`src/rtl/lc4_div_pkg.sv`:
```
// Shared definitions for the LC4 iterative restoring divider.
package lc4_div_pkg;
  localparam int WORD_W = 16;
  localparam int STEPS  = 16;
  localparam int CNT_W  = $clog2(STEPS);

  typedef enum logic [1:0] {
    IDLE = 2'd0,
    BUSY = 2'd1,
    DONE = 2'd2
  } state_t;
endpackage

```
`src/rtl/lc4_div_step.sv`:
```
// One restoring division step: shift {rem,quo} left, conditionally subtract divisor.
module lc4_div_step
  import lc4_div_pkg::*;
(
  input  logic [WORD_W-1:0] rem_i,
  input  logic [WORD_W-1:0] quo_i,
  input  logic [WORD_W-1:0] divisor_i,
  output logic [WORD_W-1:0] rem_o,
  output logic [WORD_W-1:0] quo_o
);
  logic [WORD_W:0] shifted;

  // The compare needs 17 bits, but since rem < divisor the difference always fits in 16.
  always_comb begin
    shifted = {rem_i, quo_i[WORD_W-1]};
    rem_o   = shifted[WORD_W-1:0];
    quo_o   = {quo_i[WORD_W-2:0], 1'b0};
    if (shifted >= {1'b0, divisor_i}) begin
      rem_o = shifted[WORD_W-1:0] - divisor_i;
      quo_o = {quo_i[WORD_W-2:0], 1'b1};
    end
  end
endmodule

```
`src/rtl/lc4_div_iter.sv`:
```
// LC4 16-bit unsigned iterative divider: valid/ready handshake, one step per gwe edge.
module lc4_div_iter
  import lc4_div_pkg::*;
(
  input  logic              clk,
  input  logic              rst,
  input  logic              gwe,
  input  logic              i_valid,
  output logic              o_ready,
  input  logic [WORD_W-1:0] i_dividend,
  input  logic [WORD_W-1:0] i_divisor,
  output logic              o_valid,
  input  logic              i_ready,
  output logic [WORD_W-1:0] o_quotient,
  output logic [WORD_W-1:0] o_remainder
);
  state_t            state_q, state_d;
  logic [CNT_W-1:0]  cnt_q, cnt_d;
  logic [WORD_W-1:0] quo_q, quo_d;
  logic [WORD_W-1:0] rem_q, rem_d;
  logic [WORD_W-1:0] div_q, div_d;
  logic [WORD_W-1:0] stepRem, stepQuo;

  lc4_div_step u_step (
    .rem_i     (rem_q),
    .quo_i     (quo_q),
    .divisor_i (div_q),
    .rem_o     (stepRem),
    .quo_o     (stepQuo)
  );

  always_comb begin
    state_d = state_q;
    cnt_d   = cnt_q;
    quo_d   = quo_q;
    rem_d   = rem_q;
    div_d   = div_q;
    unique case (state_q)
      IDLE: begin
        if (i_valid) begin
          // Divide-by-zero skips the iteration and reports 0/0.
          if (i_divisor == '0) begin
            quo_d   = '0;
            rem_d   = '0;
            state_d = DONE;
          end else begin
            div_d   = i_divisor;
            quo_d   = i_dividend;
            rem_d   = '0;
            cnt_d   = '0;
            state_d = BUSY;
          end
        end
      end
      BUSY: begin
        quo_d = stepQuo;
        rem_d = stepRem;
        cnt_d = cnt_q + 1'b1;
        if (cnt_q == CNT_W'(STEPS - 1)) state_d = DONE;
      end
      DONE: begin
        if (i_ready) state_d = IDLE;
      end
      default: state_d = IDLE;
    endcase
  end

  always_ff @(posedge clk) begin
    if (rst) begin
      state_q <= IDLE;
      cnt_q   <= '0;
      quo_q   <= '0;
      rem_q   <= '0;
      div_q   <= '0;
    end else if (gwe) begin
      state_q <= state_d;
      cnt_q   <= cnt_d;
      quo_q   <= quo_d;
      rem_q   <= rem_d;
      div_q   <= div_d;
    end
  end

  assign o_ready     = (state_q == IDLE);
  assign o_valid     = (state_q == DONE);
  assign o_quotient  = quo_q;
  assign o_remainder = rem_q;
endmodule

```
`config.mk`:
```
export PLATFORM = sky130hd
export DESIGN_NAME = lc4_div_iter
export DESIGN_NICKNAME = d
export VERILOG_FILES = /design/src/rtl/lc4_div_pkg.sv /design/src/rtl/lc4_div_step.sv /design/src/rtl/lc4_div_iter.sv
export SDC_FILE = /design/constraint.sdc
export NUM_CORES = 1
export LEC_CHECK = 0
export CAP_MARGIN = 20
export CORE_MARGIN = 2
export CORE_UTILIZATION = 40
export CTS_BUF_LIST = sky130_fd_sc_hd__clkbuf_4
export CTS_CLUSTER_DIAMETER = 200
export DETAILED_ROUTE_END_ITERATION = 6
export PLACE_DENSITY = 0.66
export SLEW_MARGIN = 20
export SYNTH_ARGS = -nofsm -noshare
export SYNTH_HDL_FRONTEND = slang
export SYNTH_SLANG_ARGS = --single-unit
```
`constraint.sdc`:
```
create_clock -name clk -period 2.4 [get_ports clk]
set_clock_uncertainty 0.05 [all_clocks]
set_input_delay 0.48 -clock clk [delete_from_list [all_inputs] [get_ports clk]]
set_output_delay 0.48 -clock clk [all_outputs]
set_load 0.02 [all_outputs]
```
# Word level (Yosys, flattened, before mapping)
# Index checks and enable logic that the tools add are counted.
dict set report totals {
  latchBits 0
  elab_cells 38
  ramBits 0
  memories 0
  rom_bits 0
  regBits 54
}
dict set report op_classes {
  n_mul 0
  bitwise 1
  n_div 0
  n_reduce_logical 7
  addsub 2
  n_lt_le_gt_ge 1
  eq_ne 7
  mux 15
  shift 0
}
# op count
set ops {}
lappend ops {{2-to-1 mux 16 bit} 4}
lappend ops {{one-hot mux 16 bit (2 select lines)} 2}
lappend ops {{>= comparator 17 x 16 -> 1 bit} 1}
lappend ops {{zero test 16 bit} 1}
lappend ops {{subtractor 16 bit} 1}
lappend ops {{AND reduction 4 bit} 3}
lappend ops {{2-to-1 mux 2 bit} 4}
lappend ops {{2-to-1 mux 4 bit} 2}
lappend ops {{one-hot mux 4 bit (2 select lines)} 1}
lappend ops {{!= test 2 bit (second input constant)} 3}
lappend ops {{one-hot mux 2 bit (3 select lines)} 1}
lappend ops {{adder 4 x 1 -> 4 bit (second input constant)} 1}
lappend ops {{== test 4 bit (second input constant)} 1}
lappend ops {{AND reduction 3 bit} 1}
lappend ops {{== test 2 x 1 -> 1 bit (second input constant)} 1}
lappend ops {{== test 2 bit (second input constant)} 1}
lappend ops {{zero test 2 bit} 1}
lappend ops {{!= test 2 x 1 -> 1 bit (second input constant)} 1}
lappend ops {{nonzero test 2 bit} 1}
lappend ops {{2-to-1 mux 1 bit} 1}
lappend ops {{inverter 1 bit} 1}

# Longest topological paths before layout
# Gate-level depths: netlist of the first run.
dict set report depth {
  word_depth 4
  depth_mapped 11
}

# By module
# From an unflattened synthesis of the first run, not the netlist that was laid out.
dict set report hier_totals {
  cells_unflattened 417
  area_unflattened_um2 3697.3
}
# module instances seq_area_each_um2 area_each_um2 cells_each
set modules_own_cells {}
lappend modules_own_cells {lc4_div_iter 1 1081.0 2419.8 246}
lappend modules_own_cells {lc4_div_step 1 0.0 1277.5 171}

# Least setup slack after synthesis of the first run
# No wires, ideal clock.
dict set report synth_timing {
  path_type {flip-flop to flip-flop}
  from {register quo_q[15], in the netlist o_quotient[15]}
  to {register rem_q[14], in the netlist o_remainder[14]}
  arrival_time_ns 2.053
  synth_period_minus_slack_ns 2.229
  path_stages_with_launch 11
  slack_ns 0.171
  n_path_buf 0
  required_time_ns 2.224
  setup_ns 0.126
  cell_sequence {dfxtp_1 inv_1 ha_1 fa_1 nor2b_1 o31a_1 a21bo_2 a22oi_1 a21oi_1 xnor2_1 o211ai_1}
}
dict set report synth_via {
  elab_chain_len 3
}
# element line_no
set synth_rtl {}
lappend synth_rtl {{start: declaration} lc4_div_iter.sv:19} ;# logic [WORD_W-1:0] quo_q, quo_d;
lappend synth_rtl {{start signal: assignment} lc4_div_iter.sv:78} ;# quo_q <= quo_d;
lappend synth_rtl {{subtractor 16 bit or >= comparator 17 x 16 -> 1 bit (tied branches)} {lc4_div_step.sv:19, lc4_div_step.sv:18}}
lappend synth_rtl {{2-to-1 mux 16 bit *} lc4_div_step.sv:18} ;# if (shifted >= {1'b0, divisor_i}) begin
lappend synth_rtl {{one-hot mux 16 bit (2 select lines) *} lc4_div_iter.sv:38} ;# unique case (state_q)
lappend synth_rtl {{end signal: assignment} lc4_div_iter.sv:79} ;# rem_q <= rem_d;
lappend synth_rtl {{end: declaration} lc4_div_iter.sv:20} ;# logic [WORD_W-1:0] rem_q, rem_d;
# Every way passes the cells marked *; elsewhere a longest branch is shown, timed or not.
# A chain may end at the register's enable or synchronous reset.

# Final worst setup path of the first run
dict set report layout_timing {
  from {register div_q[14]}
  to {register quo_q[0], in the netlist o_quotient[0]}
}
dict set report layout_via {
  elab_chain_len 3
}
# element line_no
set layout_rtl {}
lappend layout_rtl {{start: declaration} lc4_div_iter.sv:21} ;# logic [WORD_W-1:0] div_q, div_d;
lappend layout_rtl {{start signal: assignment} lc4_div_iter.sv:80} ;# div_q <= div_d;
lappend layout_rtl {{>= comparator 17 x 16 -> 1 bit} lc4_div_step.sv:18}
lappend layout_rtl {{2-to-1 mux 1 bit} lc4_div_step.sv:18}
lappend layout_rtl {{one-hot mux 16 bit (2 select lines)} lc4_div_iter.sv:38}
# Every way passes these cells.

==> metrics.cfg, run 1 <==
[status]
status = finished clean

[clock_tree]
cts_tree = built
cts_max_path_buffers = 2
htreeDepth = 2
cts-buffers-inserted = 5
cts_root_buffer = clkbuf_4
numClockSinks = 54
clock_latency_ns = 0.37
clk_pin_slew_ns = 0.17
cts_hold_buffers = 0

[finish]
fillers = 719
multiInputGateArea_um2 = 1980
area_growth_pct = 37.3
fin_nets = 548
regArea_um2 = 1080
drive_above_1_share = 0.198
utilization = 0.569
num_antenna_cells = 0

[power_and_ir_drop]
ir_worst_vdd_v = 0.000281
netSwitchingPower_w = 0.00115
p_clk_frac = 0.172
power_frac_seq = 0.333
leakage_nw = 1.71
p_per_area_nw_per_um2 = 697
share_comb_of_total_power = 0.495
switching_share = 0.377
p_int_w = 0.00191

[floorplanning]
die_h_um = 93.5
start_util = 0.414
rows = 32
io_pins = 71
die_w_um = 93.5
core_area_um2 = 7730
die_area_um2 = 8740

[global_route]
grt_pass1_wl_um = 14300
grt_start_max_net_pins = 24
grt-ovfl-total = 0
antenna_found_initial = 0
grt_usage = 0.203
grt_pass1_vias = 3073

[drt]
viasPerCell = 5.26
ant_nets = 0
wl_um = 8590
routed-wl-met2_um = 4060
first_pass_iters = 4
avgRoutedWirePerCell_um = 14.4
wl_met1_um = 3980
drt_iter0_markers = 113
via_count = 3133
dr_wl_met3_um = 456
drt_drc_violations_left = 0
dr.max_layer_used = met4

[timing]
timing.fmax_mhz = 434
rsz0062_at_grt = yes
hold_viol = 0
tns_ns = 0
drv_slew = 0
setup_violations = 0
hold_ws_ns = 0.420
setup_slack_ns = 0.0933
tightest_slew_ns = 0.928
finalCriticalPeriod_ns = 2.31
slew_headroom = 0.380
min_period_over_period = 0.961

[worst_setup_path]
crit_path_end_kind = flop
slowest_stage = ha_2
worstPathCellList = inv_1 > ha_2 > nand4b_1 > nor2_2 > a31oi_2 > a21boi_4 > and2_1 > buf_4 > a211o_1 > a21oi_2
required_ns = 2.67
critPathMaxFanout = 6
criticalPathCategory = flop to flop
r2r_slack_ns = 0.09
crit_buf_inv = 2
start_kind = flop
crit_cells = 10
reg2reg_to = o_quotient[0]
reg2reg_depth = 10
worstReg2RegStart = div_q[14]
endpoint = o_quotient[0]
cp_top_family = compound AO/OA/AOI/OAI gates
crit_start = div_q[14]
arrival_ns = 2.58
max_stage_delay_ns = 0.38

[synth]
syn-cell-area_um2 = 3200
seq_area_frac_synth = 0.338
postSynthCellCount = 393
ys_types = 59
avgSynthCellArea_um2 = 8.15
synth-main-ff-cell = dfxtp_1
synth_warnings = 0
async_flop_share = 0
ys_ff_latch = 54
syn_nets = 448
synth_edf_count = 0

[place]
portBuffers = 70
dp_slack_ns = -0.501
gp_congestion = 0.909
dp_hpwl_um = 6650

[run]
cap_violations = 0

[hold_path]
hold_class = flop to flop

cells by family (layout without fill, tap and decap cells):
logic type / count (synthesis) / count (layout) / synth area share
flip-flops: 54 / 54 / 0.338
AO/OA/AOI/OAI: 119 / 119 / 0.258
buffers and inverters: 41 / 142 / 0.0602
adder cells (fa/ha/maj): 18 / 18 / 0.0727
AND/OR/NAND/NOR: 145 / 145 / 0.225
XOR/XNOR: 8 / 8 / 0.0219
multiplexers: 8 / 8 / 0.0250
registers in the layout (all words and copies together), names as in the netlist:
| signal | cells |
|---|---|
| div_q | 16 |
| o_quotient | 16 |
| o_remainder | 16 |
| cnt_q | 4 |
| state_q | 2 |
synth_stat cells (all sizes together) (2+ instances only):
master / count / area (um^2)
a22o: 2 / 17.5
ha: 17 / 213
a221oi: 14 / 123
nor3: 16 / 90.1
nor3b: 2 / 20.0
nand2b: 3 / 21.3
a21oi: 44 / 258
or3: 3 / 18.8
nand3: 7 / 40.0
o21ai: 23 / 119
a211o: 3 / 26.3
inv: 20 / 75.1
o211ai: 4 / 35.0
a211oi: 4 / 30.0
xnor2: 2 / 17.5
nand2: 57 / 236
a21boi: 2 / 37.5
a31oi: 2 / 12.5
a32oi: 5 / 43.8
dfxtp: 54 / 1080
clkbuf: 12 / 45.0
or3b: 2 / 17.5
and3: 3 / 18.8
xor2: 6 / 52.6
o31ai: 2 / 15.0
or2: 2 / 12.5
mux2i: 8 / 80.1
a21o: 4 / 30.0
nor4: 4 / 25.0
nor2b: 7 / 43.8
buf: 8 / 63.8
nor2: 33 / 131
o21a: 4 / 30.0
nand4: 3 / 18.8
cells in the final DEF, fill, tap and decap left out, types with 4 or more instances in the layout:
cell | netlist | layout
clkdlybuf4s50_1 | 0 | 70
dfxtp_1 | 54 | 51
nand2_1 | 48 | 48
buf_4 | 1 | 42
a21oi_1 | 34 | 34
nor2_1 | 32 | 30
inv_1 | 20 | 20
nor3_1 | 14 | 14
a221oi_1 | 14 | 14
ha_1 | 17 | 12
o21ai_0 | 11 | 11
o21ai_1 | 11 | 10
a21oi_2 | 10 | 10
nand2_2 | 9 | 9
mux2i_1 | 8 | 8
nor2b_1 | 7 | 6
nand3_1 | 6 | 6
xor2_1 | 6 | 6
a32oi_1 | 5 | 5
clkbuf_4 | 0 | 5
a21o_1 | 4 | 4
o21a_1 | 4 | 4
ha_2 | 0 | 4
timing repair:
action                                  4_1_cts  5_1_grt
gates resized for setup                       2       13
setup buffers                                 0        3
pin swaps                                     0        3
endpoints found under the setup margin       22       14
worst min-delay path, delay by kind of cell (launching register included):
kind,cells,cell delay (ns)
compound gates,1,0.05
flops,1,0.34
simple gates,1,0.05
routing by layer:
layer	track usage	vias up
met1	0.255	1437
met3	0.0387	8
li1	-	1608
met5	0	-
met2	0.355	80
met4	0.0502	0
power by group through the flow:
stage	Sequential [W]	Combinational [W]	Clock, W
2_1_floorplan	0.00107	0.000942	0
3_3_place_gp	0.00104	0.00145	0
3_5_place_dp	0.00104	0.00145	0
4_1_cts	0.00102	0.00146	0.000545
5_1_grt	0.00103	0.00165	0.000577
6_report	0.00102	0.00152	0.000526
per-stage QoR:
stage	std cells	total power (W)	instance area, um^2
after floorplan	393	0.00201	3200
after global placement	585	0.00249	4230
after detailed placement	585	0.00249	4230
after CTS	593	0.00302	4320
after global routing	596	0.00326	4400
final	596	0.00306	4400
worst min path at each step:
stage	start	endpoint	slack [ns]	depth (start not counted)
after floorplan	div_q[2]	div_q[2]	0.39	2
after global placement	div_q[3]	div_q[3]	0.40	2
after detailed placement	div_q[0]	div_q[0]	0.40	2
after CTS	div_q[0]	div_q[0]	0.42	2
after global routing	div_q[14]	div_q[14]	0.44	2
final	div_q[4]	div_q[4]	0.42	2
final cells by class:
type,instances,share of cell area
clock buffer,5,0.00854
multi-input combinational,298,0.451
tap,102,0.0290
timing repair buffer,113,0.236
sequential,54,0.247
clock inverter,3,0.00996
inverter,21,0.0191
Note: power is estimated with default switching activity, not from simulation.
==> run 2: changes to the inputs <==
--- a/config.mk
+++ b/config.mk
@@ -12,6 +12,7 @@
 export CTS_CLUSTER_DIAMETER = 200
 export DETAILED_ROUTE_END_ITERATION = 6
 export PLACE_DENSITY = 0.66
+export SKIP_LAST_GASP = 1
 export SLEW_MARGIN = 20
 export SYNTH_ARGS = -nofsm -noshare
 export SYNTH_HDL_FRONTEND = slang
==> metrics.cfg, run 2 (same netlist as run 1, synthesis figures left out) <==
[place]
dp.cells = 585  ; unchanged
gp_congestion = 0.909  ; unchanged
dp_hpwl_um = 6650  ; unchanged
portBuffers = 70  ; unchanged

[finish]
fin_nets = 548  ; unchanged
fin_cells = 596  ; unchanged
layout_common_cells = clkdlybuf4s50_1, dfxtp_1, nand2_1
area_growth_pct = 37.1
num_antenna_cells = 0  ; unchanged
final_common_cell = clkdlybuf4s50_1
utilization = 0.568  ; -0.000810
drive_above_1_share = 0.194  ; -0.00405

[timing]
tightest_slew_ns = 0.932  ; +0.00340 ns
hold_viol = 0  ; unchanged
hold_ws_ns = 0.420  ; -0.000314 ns
drv_slew = 0  ; unchanged
rsz0062_at_grt = yes
slew_headroom = 0.378  ; -0.00227
timing.fmax_mhz = 435  ; +0.40%
min_period_over_period = 0.957  ; -0.00386
setup_violations = 0  ; unchanged
finalCriticalPeriod_ns = 2.30  ; -0.00926 ns

[floorplanning]
rows = 32  ; unchanged
die_area_um2 = 8740  ; unchanged
io_pins = 71  ; unchanged
die_h_um = 93.5  ; unchanged
start_util = 0.414  ; unchanged
die_w_um = 93.5  ; unchanged
core_area_um2 = 7730  ; unchanged

[drt]
wl_um = 8590  ; about the same
drt_iter0_markers = 137  ; +21%
first_pass_iters = 4  ; unchanged
via_count = 3127  ; -0.19%
drt_drc_violations_left = 0  ; unchanged
ant_nets = 0  ; unchanged
viasPerCell = 5.25  ; -0.19%
avgRoutedWirePerCell_um = 14.4  ; about the same

[worst_setup_path]
required_ns = 2.67  ; about the same
critPathMaxFanout = 6  ; unchanged
crit_path_end_kind = flop
r2r_slack_ns = 0.10  ; about the same
arrival_ns = 2.57  ; about the same
start_kind = flop
criticalPathCategory = flop to flop

[run]
cap_violations = 0  ; unchanged

[global_route]
grt_start_max_net_pins = 24  ; unchanged
grt_usage = 0.203  ; unchanged
grt_pass1_vias = 3073  ; unchanged
antenna_found_initial = 0  ; unchanged
grt_pass1_wl_um = 14300  ; unchanged
grt-ovfl-total = 0  ; unchanged

[status]
status = finished clean

[hold_path]
hold_class = flop to flop

[clock_tree]
cts_max_path_buffers = 2  ; unchanged
clock_latency_ns = 0.37  ; about the same
numClockSinks = 54  ; unchanged
cts-buffers-inserted = 5  ; unchanged
htreeDepth = 2  ; unchanged
cts_root_buffer = clkbuf_4
clk_pin_slew_ns = 0.16  ; about the same
cts_tree = built
cts_hold_buffers = 0  ; unchanged

[power_and_ir_drop]
leakage_nw = 1.71  ; about the same
p_per_area_nw_per_um2 = 696  ; about the same
ir_worst_vdd_v = 0.000281  ; -0.11%

-- run 2: cell counts in the layout (fill, tap and decap cells not counted) --
No cell type changed its count.
-- run 2: repair_timing --
action                     in CTS  in global routing
gates resized for setup         2                 11
pin swaps                       0                  3
hold endpoints to repair        0                  0
setup endpoints to repair      22                 14
buffers inserted                0                  3
-- run 2: final cells by class --
| class | instances | area [um^2] |
|---|---|---|
| Tap cell | 102 | 128 |
| Clock inverter | 3 | 43.8 |
| Clock buffer | 5 | 37.5 |
| Multi-Input combinational cell | 298 | 1980 |
| Timing Repair Buffer | 113 | 1040 |
| Fill cell | 717 | 3340 |
| Inverter | 21 | 83.8 |
| Sequential cell | 54 | 1080 |
-- run 2: path summary, 6_finish.rpt --
kind / startpoint / endpoint / cells past startpoint
setup / recovery: div_q[14] / o_quotient[0] / 10
hold / removal: div_q[4] / div_q[4] / 2
setup reg to reg: div_q[14] / o_quotient[0] / 10
hold reg to reg: div_q[4] / div_q[4] / 2
-- run 2: where the power goes --
group / total [W] / switching [W] / internal [W]
Combinational: 0.00151 / 0.000787 / 0.000724
Clock: 0.000525 / 0.000303 / 0.000222
Sequential: 0.00102 / 0.0000581 / 0.000962
Total: 0.00306 / 0.00115 / 0.00191
-- run 2: worst max-delay path, cell delays in order, from the launching register on --
cell and delay [ns]:
dfxtp_1 0.36, inv_1 0.05, ha_2 0.38, nand4b_1 0.18, nor2_2 0.21, a31oi_2 0.12
a21boi_4 0.16, and2_1 0.16, buf_4 0.16, a211o_1 0.30, a21oi_2 0.11
-- run 2: stage by stage --
step	area, um^2	setup WS (ns)	TNS, ns	power, W
floorplan	3200	0.171	0	0.00201
global placement	4230	-0.530	-16.12	0.00249
detailed placement	4230	-0.501	-15.41	0.00249
CTS	4320	0.0257	0	0.00302
global route	4390	-0.0305	-0.0495	0.00326
finish	4390	0.103	0	0.00306
-- run 2: layer usage --
layer  part of all wire  track usage  up-vias
li1                   -            -     1606
met1               0.46        0.255     1436
met2               0.48        0.355       80
met3              0.051       0.0387        5
met4             0.0079       0.0502        0
met5                  0            0        -
